File: src/rtl/float_pkg.sv
// Shared definitions for the float datapath: field widths, exponent limits,
// normalizer state encoding and the special packed result patterns.
package float_pkg;
    localparam int EXP_W   = 8;
    localparam int FRAC_W  = 23;
    localparam int MANT_W  = 26;
    localparam int WORK_W  = MANT_W + 1;   // mantissa plus ALU carry
    localparam int EW      = EXP_W + 2;    // signed working exponent
    localparam int BIAS    = 127;
    localparam int EXP_MAX = 255;

    typedef enum logic [1:0] {IDLE, NORM, ROUND, PACK} state_t;

    localparam logic [31:0] POS_INF  = 32'h7F80_0000;
    localparam logic [31:0] NEG_INF  = 32'hFF80_0000;
    localparam logic [31:0] POS_ZERO = 32'h0000_0000;
    localparam logic [31:0] NEG_ZERO = 32'h8000_0000;
endpackage

File: src/rtl/float_round.sv
// Round-to-nearest-even on a normalized working mantissa (guard m[1], sticky m[0]),
// renormalizing by one place when the increment carries into m[26].
module float_round
    import float_pkg::*;
(
    input  logic [WORK_W-1:0]    m_in,
    input  logic signed [EW-1:0] e_in,
    output logic [WORK_W-1:0]    m_out,
    output logic signed [EW-1:0] e_out
);
    logic              inc;
    logic [WORK_W-3:0] sum;
    logic [WORK_W-1:0] rounded;

    assign inc     = m_in[1] & (m_in[0] | m_in[2]);
    assign sum     = m_in[WORK_W-1:2] + {{(WORK_W-3){1'b0}}, inc};
    assign rounded = {sum, m_in[1:0]};

    always_comb begin
        m_out = rounded;
        e_out = e_in;
        if (rounded[WORK_W-1]) begin
            m_out = {1'b0, rounded[WORK_W-1:1]};
            e_out = e_in + EW'(1);
        end
    end
endmodule

File: src/rtl/float_normalizer.sv
// Iterative post-ALU normalizer: one shift per cycle, RNE rounding, IEEE-754
// single packing, with overflow/underflow/zero flags and a start/done handshake.
module float_normalizer
    import float_pkg::*;
(
    input  logic              clk,
    input  logic              reset,
    input  logic              start,
    input  logic              sign_in,
    input  logic [EXP_W-1:0]  exp_in,
    input  logic              carry_in,
    input  logic [MANT_W-1:0] mant_in,
    output logic              busy,
    output logic              done,
    output logic [31:0]       result,
    output logic              overflow,
    output logic              underflow,
    output logic              zero
);
    localparam logic signed [EW-1:0] E_MAX = EW'(EXP_MAX);

    state_t                state, state_nxt;
    logic [WORK_W-1:0]     m, m_nxt, m_rnd;
    logic signed [EW-1:0]  e, e_nxt, e_rnd, e_dec;
    logic                  sign, sign_nxt;
    logic [31:0]           result_nxt;
    logic                  busy_nxt, done_nxt, overflow_nxt, underflow_nxt, zero_nxt;

    float_round u_round (
        .m_in  (m),
        .e_in  (e),
        .m_out (m_rnd),
        .e_out (e_rnd)
    );

    assign e_dec = e - EW'(1);

    // NOTE: state registers use non-blocking assignments so every flop samples
    // pre-edge values; blocking here would create order-dependent simulation.
    always_ff @(posedge clk or posedge reset) begin
        if (reset) begin
            state     <= IDLE;
            m         <= '0;
            e         <= '0;
            sign      <= 1'b0;
            result    <= '0;
            busy      <= 1'b0;
            done      <= 1'b0;
            overflow  <= 1'b0;
            underflow <= 1'b0;
            zero      <= 1'b0;
        end else begin
            state     <= state_nxt;
            m         <= m_nxt;
            e         <= e_nxt;
            sign      <= sign_nxt;
            result    <= result_nxt;
            busy      <= busy_nxt;
            done      <= done_nxt;
            overflow  <= overflow_nxt;
            underflow <= underflow_nxt;
            zero      <= zero_nxt;
        end
    end

    // NOTE: every output of this block is defaulted first so no path leaves a
    // signal unassigned, which would otherwise infer a latch.
    always_comb begin
        state_nxt     = state;
        m_nxt         = m;
        e_nxt         = e;
        sign_nxt      = sign;
        result_nxt    = result;
        busy_nxt      = busy;
        done_nxt      = 1'b0;
        overflow_nxt  = overflow;
        underflow_nxt = underflow;
        zero_nxt      = zero;

        unique case (state)
            IDLE: begin
                if (start) begin
                    m_nxt         = {carry_in, mant_in};
                    e_nxt         = {2'b00, exp_in};
                    sign_nxt      = sign_in;
                    busy_nxt      = 1'b1;
                    overflow_nxt  = 1'b0;
                    underflow_nxt = 1'b0;
                    zero_nxt      = 1'b0;
                    state_nxt     = NORM;
                end
            end
            NORM: begin
                if (m == '0) begin
                    zero_nxt  = 1'b1;
                    state_nxt = PACK;
                end else if (m[WORK_W-1]) begin
                    m_nxt     = {1'b0, m[WORK_W-1:2], m[1] | m[0]};
                    e_nxt     = e + EW'(1);
                    state_nxt = ROUND;
                end else if (m[MANT_W-1]) begin
                    state_nxt = ROUND;
                end else begin
                    m_nxt = {m[WORK_W-2:0], 1'b0};
                    e_nxt = e_dec;
                    // Exponent exhausted before the hidden bit arrived: flush.
                    if (e_dec[EW-1] || e_dec == '0) begin
                        underflow_nxt = 1'b1;
                        state_nxt     = PACK;
                    end
                end
            end
            ROUND: begin
                m_nxt = m_rnd;
                e_nxt = e_rnd;
                if (e_rnd >= E_MAX)
                    overflow_nxt = 1'b1;
                state_nxt = PACK;
            end
            PACK: begin
                if (zero || underflow)
                    result_nxt = sign ? NEG_ZERO : POS_ZERO;
                else if (overflow)
                    result_nxt = sign ? NEG_INF : POS_INF;
                else
                    result_nxt = {sign, e[EXP_W-1:0], m[MANT_W-2:2]};
                done_nxt  = 1'b1;
                busy_nxt  = 1'b0;
                state_nxt = IDLE;
            end
            default: state_nxt = IDLE;
        endcase
    end
endmodule

File: config.mk
export PLATFORM = sky130hd
export DESIGN_NAME = float_normalizer
export DESIGN_NICKNAME = d
export VERILOG_FILES = /design/src/rtl/float_pkg.sv /design/src/rtl/float_round.sv /design/src/rtl/float_normalizer.sv
export SDC_FILE = /design/constraint.sdc
export NUM_CORES = 1
export LEC_CHECK = 0
export ABC_CLOCK_PERIOD_IN_PS = 3800
export BUFFER_PORTS_ARGS = -buffer_cell sky130_fd_sc_hd__buf_2
export CAP_MARGIN = 15
export CORE_MARGIN = 5
export CORE_UTILIZATION = 59
export DETAILED_ROUTE_END_ITERATION = 7
export PLACE_DENSITY_LB_ADDON = 0.3
export SETUP_SLACK_MARGIN = 0.1
export SLEW_MARGIN = 20
export SYNTH_ARGS = -nofsm -noshare
export SYNTH_HDL_FRONTEND = slang
export SYNTH_HIERARCHICAL = 1
export SYNTH_SLANG_ARGS = --single-unit
export TNS_END_PERCENT = 1
File: constraint.sdc
create_clock -name clk -period 3.8 [get_ports clk]
set_input_delay 0.38 -clock clk [delete_from_list [all_inputs] [get_ports clk]]
set_output_delay 0.38 -clock clk [all_outputs]
set_load 0.005 [all_outputs]
== Word-level counts from Yosys, hierarchy flattened ==
Index checks and enable logic that the tools add are counted.
Word-level totals
  register bits: 77
  bits of input ports: 39
  logic and storage cells: 85
Cells by class
  add/sub/neg operators: 3
  magnitude comparators: 1
  equal/unequal tests: 13
  mux-type cells: 35
  bitwise logic cells: 3
  reduce and logical (&&, ||, !) cells: 18
Operators with widths (count)
  $mux 32: 4
  $pmux 27 s3: 1
  $mux 26: 3
  $mux 27: 2
  $mux 10: 5
  $pmux 10 s3: 1
  $logic_not 27->1: 1
  $add 25x1->25: 1
  $ne 2x2->1 const B: 7
  $add 10x2->10 const B: 1
  $ge 10x9->1 const B: 1
  $logic_not 10->1: 1
  $mux 2: 5
  $sub 10x2->10 const B: 1
  $mux 1: 9
  $reduce_and 3->1: 3
  $pmux 1 s2: 4
  $pmux 2 s4: 1
  $reduce_and 2->1: 3
  $reduce_and 6->1: 1
  $reduce_bool 2->1: 3
  $ne 5x5->1 const B: 1
  $reduce_and 5->1: 1
  $eq 2x2->1 const B: 2
  other kinds (9): 11

== Longest topological paths before layout ==
  word-level depth: 8
  gate-level depth with buffers: 17

== Hierarchy ==
Netlist, hierarchy kept.
Modules (own cells, without submodules)
  float_normalizer: instances 1, cells each 518, area an instance 4272.8 µm², sequential area each 1926.8 µm²
  float_round: instances 1, cells each 227, area an instance 1443.9 µm², sequential area each 0.0 µm²

== Worst setup path after synthesis ==
OpenSTA, ideal clock, no wires.
  kind: reg-to-reg
  start point: register m[1]
  end point: register m[21]
  arrival: 2.897 ns
  data required time: 3.673 ns
  slack: 0.776 ns
  stages on the path, launching flop included: 16
  path buffers: 3
  clock period less this slack: 3.024 ns
  cell sequence: dfrtp_1 -> and2_1 -> ha_1 -> nand4_2 -> nor4_4 -> and3_1 -> buf_4 -> or2_1 -> buf_4 -> buf_6 -> mux2i_1 -> a2bb2oi_1 -> a222oi_1 -> nand2_1 -> o21ai_0 -> o21ai_0
Between the ends
  cells in the longest elaborated chain, start to end: 4
  elaborated cells between the ends (all ways): 7
Ends and longest elaborated chain
  start, declared: line float_normalizer.sv:23  | logic [WORK_W-1:0] m, m_nxt, m_rnd;
  start signal, assigned: line float_normalizer.sv:54  | m <= m_nxt;
  $and 1x1->1: line float_round.sv:15  | assign inc = m_in[1] & (m_in[0] | m_in[2]);
  $add 25x1->25: line float_round.sv:16  | assign sum = m_in[WORK_W-1:2] + {{(WORK_W-3){1'b0}}, inc};
  $mux 26: line float_round.sv:22  | if (rounded[WORK_W-1]) begin
  via m_rnd[21]: line float_normalizer.sv:23
  $pmux 27 s3: line float_normalizer.sv:80  | unique case (state)
The timed path passes the listed nets, and every way through them passes these cells. The select of a mux whose other input is x is not followed.
A chain may end at the register's enable or synchronous reset.

== Worst setup path after layout ==
  start point: register m[1]
  end point: register e[9]
Between the ends
  cells in the longest elaborated chain, start to end: 4
  elaborated cells between the ends (all ways): 7
Ends and longest elaborated chain
  $and 1x1->1: line float_round.sv:15
  $add 25x1->25: line float_round.sv:16
  $mux 10: line float_round.sv:22
  via e_rnd[9]: line float_normalizer.sv:24  | logic signed [EW-1:0] e, e_nxt, e_rnd, e_dec;
  $pmux 10 s3: line float_normalizer.sv:80
  end signal, assigned: line float_normalizer.sv:55  | e <= e_nxt;
  end, declared: line float_normalizer.sv:24
The timed path passes the listed nets, and every way through them passes these cells.

==> summary.txt <==
Yosys
  • Syn_nets: 793
  • Synth top area share: between 30 and 40%
  • Cells after Synth: between 700 and 800
  • Average cell area after synthesis: 7.67 µm²
  • Area leader, netlist: dfrtp_1
  • Top cells by area, synth: dfrtp_1 34%, nand2_1 9.1%, o21ai_0 8.5%
  • Seq cells post-synth: 77
  • EDFF count, synth: 0
  • Main synth FF type: dfrtp_1
  • Ys Warns: 6
  • Post-synth ARST share: between 90% and 100%
  • Cell variety after synth: 66
  • Seq/Total Area, Yosys: approximately a third
  • Synthesized area: about 0.0057 mm²

Timing
  • Max Freq: approximately 290 MHz
  • Setup TNS: 0 ns
  • Period utilisation layout: 92.1%
  • Slew Limit Headroom: between 30% and 40%
  • RSZ-0062 raised after global routing: no
  • Max Transition Viols Final: 0
  • Clk_skew: ~0.0074 ns
  • Hold slack: 0.0828 ns
  • Final Hold Vio Count: 0
  • Slew @ Worst Pin: approximately 1.0 ns
  • Fin crit period: 3.50 ns
  • Setup violators final: 0

Global route
  • First-pass GRT wire length: approximately 28,000 µm
  • Largest net degree at the start of global routing: between 50 and 60
  • Number of global-route vias before repair: around 5,600
  • GRT overflow: 0
  • Global Route Usage Sum: 29.3%
  • Antenna violations before repair: 0

Clock tree
  • CTS tree: done
  • Worst-Skew Late Latency: between 0.3 and 0.4 ns
  • Reg clk slew, reported paths: 0.09 ns
  • Max Buffers Root-to-Sink: 2
  • CTS H-Tree Depth: 3
  • CTS buffer count: 9
  • Clk root buf: clkbuf_8
  • CTS sink cnt: 77
  • Post-CTS Setup Inserts: 0

Layout
  • Ant. Diodes: 0
  • Final #Nets: roughly 850
  • Multi-input logic area: ~0.0034 mm²
  • Layout cells sized above 1: approximately 17%
  • Area growth, synth to finish: 12.9%
  • Fill cells: 833
  • End-of-flow core utilization: 67.3%
  • Reg area: around 0.0019 mm²

Critical path
  • Startpoint Class: flop
  • Worst r2r src: m[1]$_DFFE_PP0P_
  • Worst Setup End Kind: flop
  • CP Data Arrival Time: 3.75 ns
  • Critical-path maximum fanout: 20
  • Required time worst endpoint: roughly 4.1 ns
  • CP startpoint: m[1]$_DFFE_PP0P_
  • CP Class: flop to flop

Routing
  • Drt wl/cell: 18.0 µm
  • Antenna Nets Post-Route: 0
  • Final WL: 16,900 µm
  • Vias per cell: 6.30
  • Remaining DRCs: 0
  • DRT iter0 DRCs: roughly 630
  • Vias: 5,933
  • Router iterations before antenna repair: 5

Die
  • Initial Util: about three fifths
  • Die width: 108 µm
  • # IOs: 76
  • Die Height: 108 µm
  • # rows: 36
  • CORE AREA: between 0.009 and 0.01 mm²
  • Die area: between 0.01 and 0.015 mm²

Power
  • Peak VDD IR: approximately 450 µV
  • Power Dens Cells: around 950 mW/mm²
  • Sw power: approximately 0.0031 W
  • Comb power frac: 59.5%
  • Switching portion of total power: 50.0%
  • Clock power frac: about 12%
  • Pint: just over 0.003 W
  • Leakage: around 2.9 nW
  • Sequential fraction of design power: 28.4%

Worst hold path
  • Min-delay worst type: primary input to async pin

Placed design
  • Dpl hpwl: around 12,000 µm
  • Gp weighted congestion: between 0.9 and 1
  • IO buf count: 75

Status
  • Status: complete, no violations

Job
  • Max-capacitance violation count: 0
-- worst max-delay path, stage by stage, from the launching register on --
cell     delay, ns
dfrtp_2       0.47
and2_1        0.16
ha_2          0.25
nand4_2       0.19
nor4_4        0.43
and3_2        0.34
nor2_4        0.11
buf_12        0.20
nor4b_2       0.31
xor2_1        0.31
nand2_1       0.12
o211a_1       0.15
o41ai_1       0.33
-- layout make-up --
type                    count  area share [%]
multi-input cells         569            52.3
clock buffers              10            2.13
clock inverters             6            1.45
flip-flops and latches     77            29.9
inverters                  45            2.62
well taps                 133            2.58
repair buffers            101            9.04
-- stage by stage --
step / worst slack, ns / cell area, µm² / instances / total power, W
floorplan: 0.776 / 5720 / 745 / 0.00432
global placement: 0.451 / 6210 / 925 / 0.00517
detailed placement: 0.238 / 6210 / 925 / 0.00531
CTS: 0.199 / 6450 / 941 / 0.00607
global route: 0.141 / 6450 / 941 / 0.00664
finish: 0.299 / 6450 / 941 / 0.00612
-- cell usage after synthesis (4+ instances only) --
| library cell | count |
|---|---|
| a211oi_1 | 4 |
| a21o_1 | 4 |
| a21oi_1 | 22 |
| a221o_1 | 18 |
| a221oi_1 | 7 |
| a222oi_1 | 9 |
| a31oi_1 | 6 |
| and2_1 | 7 |
| and3_1 | 8 |
| and4_1 | 5 |
| buf_2 | 10 |
| buf_4 | 4 |
| clkbuf_1 | 33 |
| dfrtp_1 | 77 |
| ha_1 | 9 |
| inv_1 | 45 |
| mux2_2 | 4 |
| mux2i_1 | 15 |
| nand2_1 | 138 |
| nand3_1 | 19 |
| nand4_1 | 13 |
| nor2_1 | 61 |
| nor3_1 | 15 |
| nor4_1 | 7 |
| o211ai_1 | 5 |
| o21ai_0 | 97 |
| o22ai_1 | 10 |
| o31ai_1 | 6 |
| xnor2_1 | 14 |
| xor2_1 | 14 |
-- layout by cell type (no fill, tap or decap), types with 4 or more instances in the layout --
cell,instances
a221oi_1,7
nor2_1,61
and2_1,7
and4_1,5
xnor2_1,14
o31ai_1,6
xor2_1,14
a211oi_1,4
a222oi_1,9
mux2_2,4
o22ai_1,10
and3_1,7
a31oi_1,6
nand3_1,19
nor3_1,14
dfrtp_1,75
inv_1,44
nand2_1,138
clkbuf_8,10
o211ai_1,5
a21o_1,4
mux2i_1,15
buf_2,75
o21ai_0,97
ha_1,8
a221o_1,18
buf_4,25
nand4_1,13
nor4_1,7
a21oi_1,22
-- repair_timing --
action,in CTS,in global routing
endpoints found under the setup margin,0,10
resized for setup,0,4
endpoints found under the hold margin,0,0
hold buffers,0,0
-- cells by family (layout without fill, tap and decap cells) --
logic type	count (synthesis)	in the layout	share of synthesized area, %
and+or+nand+nor	295	295	24.1
buffers and inverters	99	162	7.44
xor gates and xnor gates	28	28	4.29
other	1	1	0.0656
AOI/OAI and AO/OA	217	217	25.0
DFF	77	77	33.7
adders and majority gates	9	9	1.97
muxes	19	19	3.41
-- registers in the layout, indices dropped and copies added (netlist names) --
signal,cells
e,10
overflow,1
m,27
busy,1
zero,1
state,2
done,1
result,32
sign,1
underflow,1
-- per-layer routing --
metal  vias to the layer above  share of wire, %  GRT usage (%)
li1                       2772                 -              -
met4                         0               3.5           12.1
met5                         -                 0              0
met1                      2817                41           37.1
met2                       293                49           49.6
met3                        51               7.1           4.96
-- power groups by stage --
| stage | logic, W | clock network [W] | registers, W |
|---|---|---|---|
| after floorplan | 0.00270 | 0 | 0.00162 |
| after global placement | 0.00346 | 0 | 0.00171 |
| after detailed placement | 0.00358 | 0 | 0.00173 |
| after CTS | 0.00360 | 0.000751 | 0.00172 |
| after global routing | 0.00405 | 0.000785 | 0.00180 |
| final | 0.00364 | 0.000739 | 0.00174 |
-- final timing paths --
check,endpoint,slack [ns],cells after the start
worst max-delay path,e[9]$_DFFE_PP0P_,0.30,12
worst min-delay path,result[23]$_DFFE_PP0P_,0.08,2
worst max register to register,e[9]$_DFFE_PP0P_,0.30,12
worst min register to register,result[31]$_DFFE_PP0P_,0.51,1
max in group asynchronous,m[1]$_DFFE_PP0P_,2.83,3
min in group clk,sign$_DFFE_PP0P_,0.26,2
Note: power is estimated with default switching activity, not from simulation.
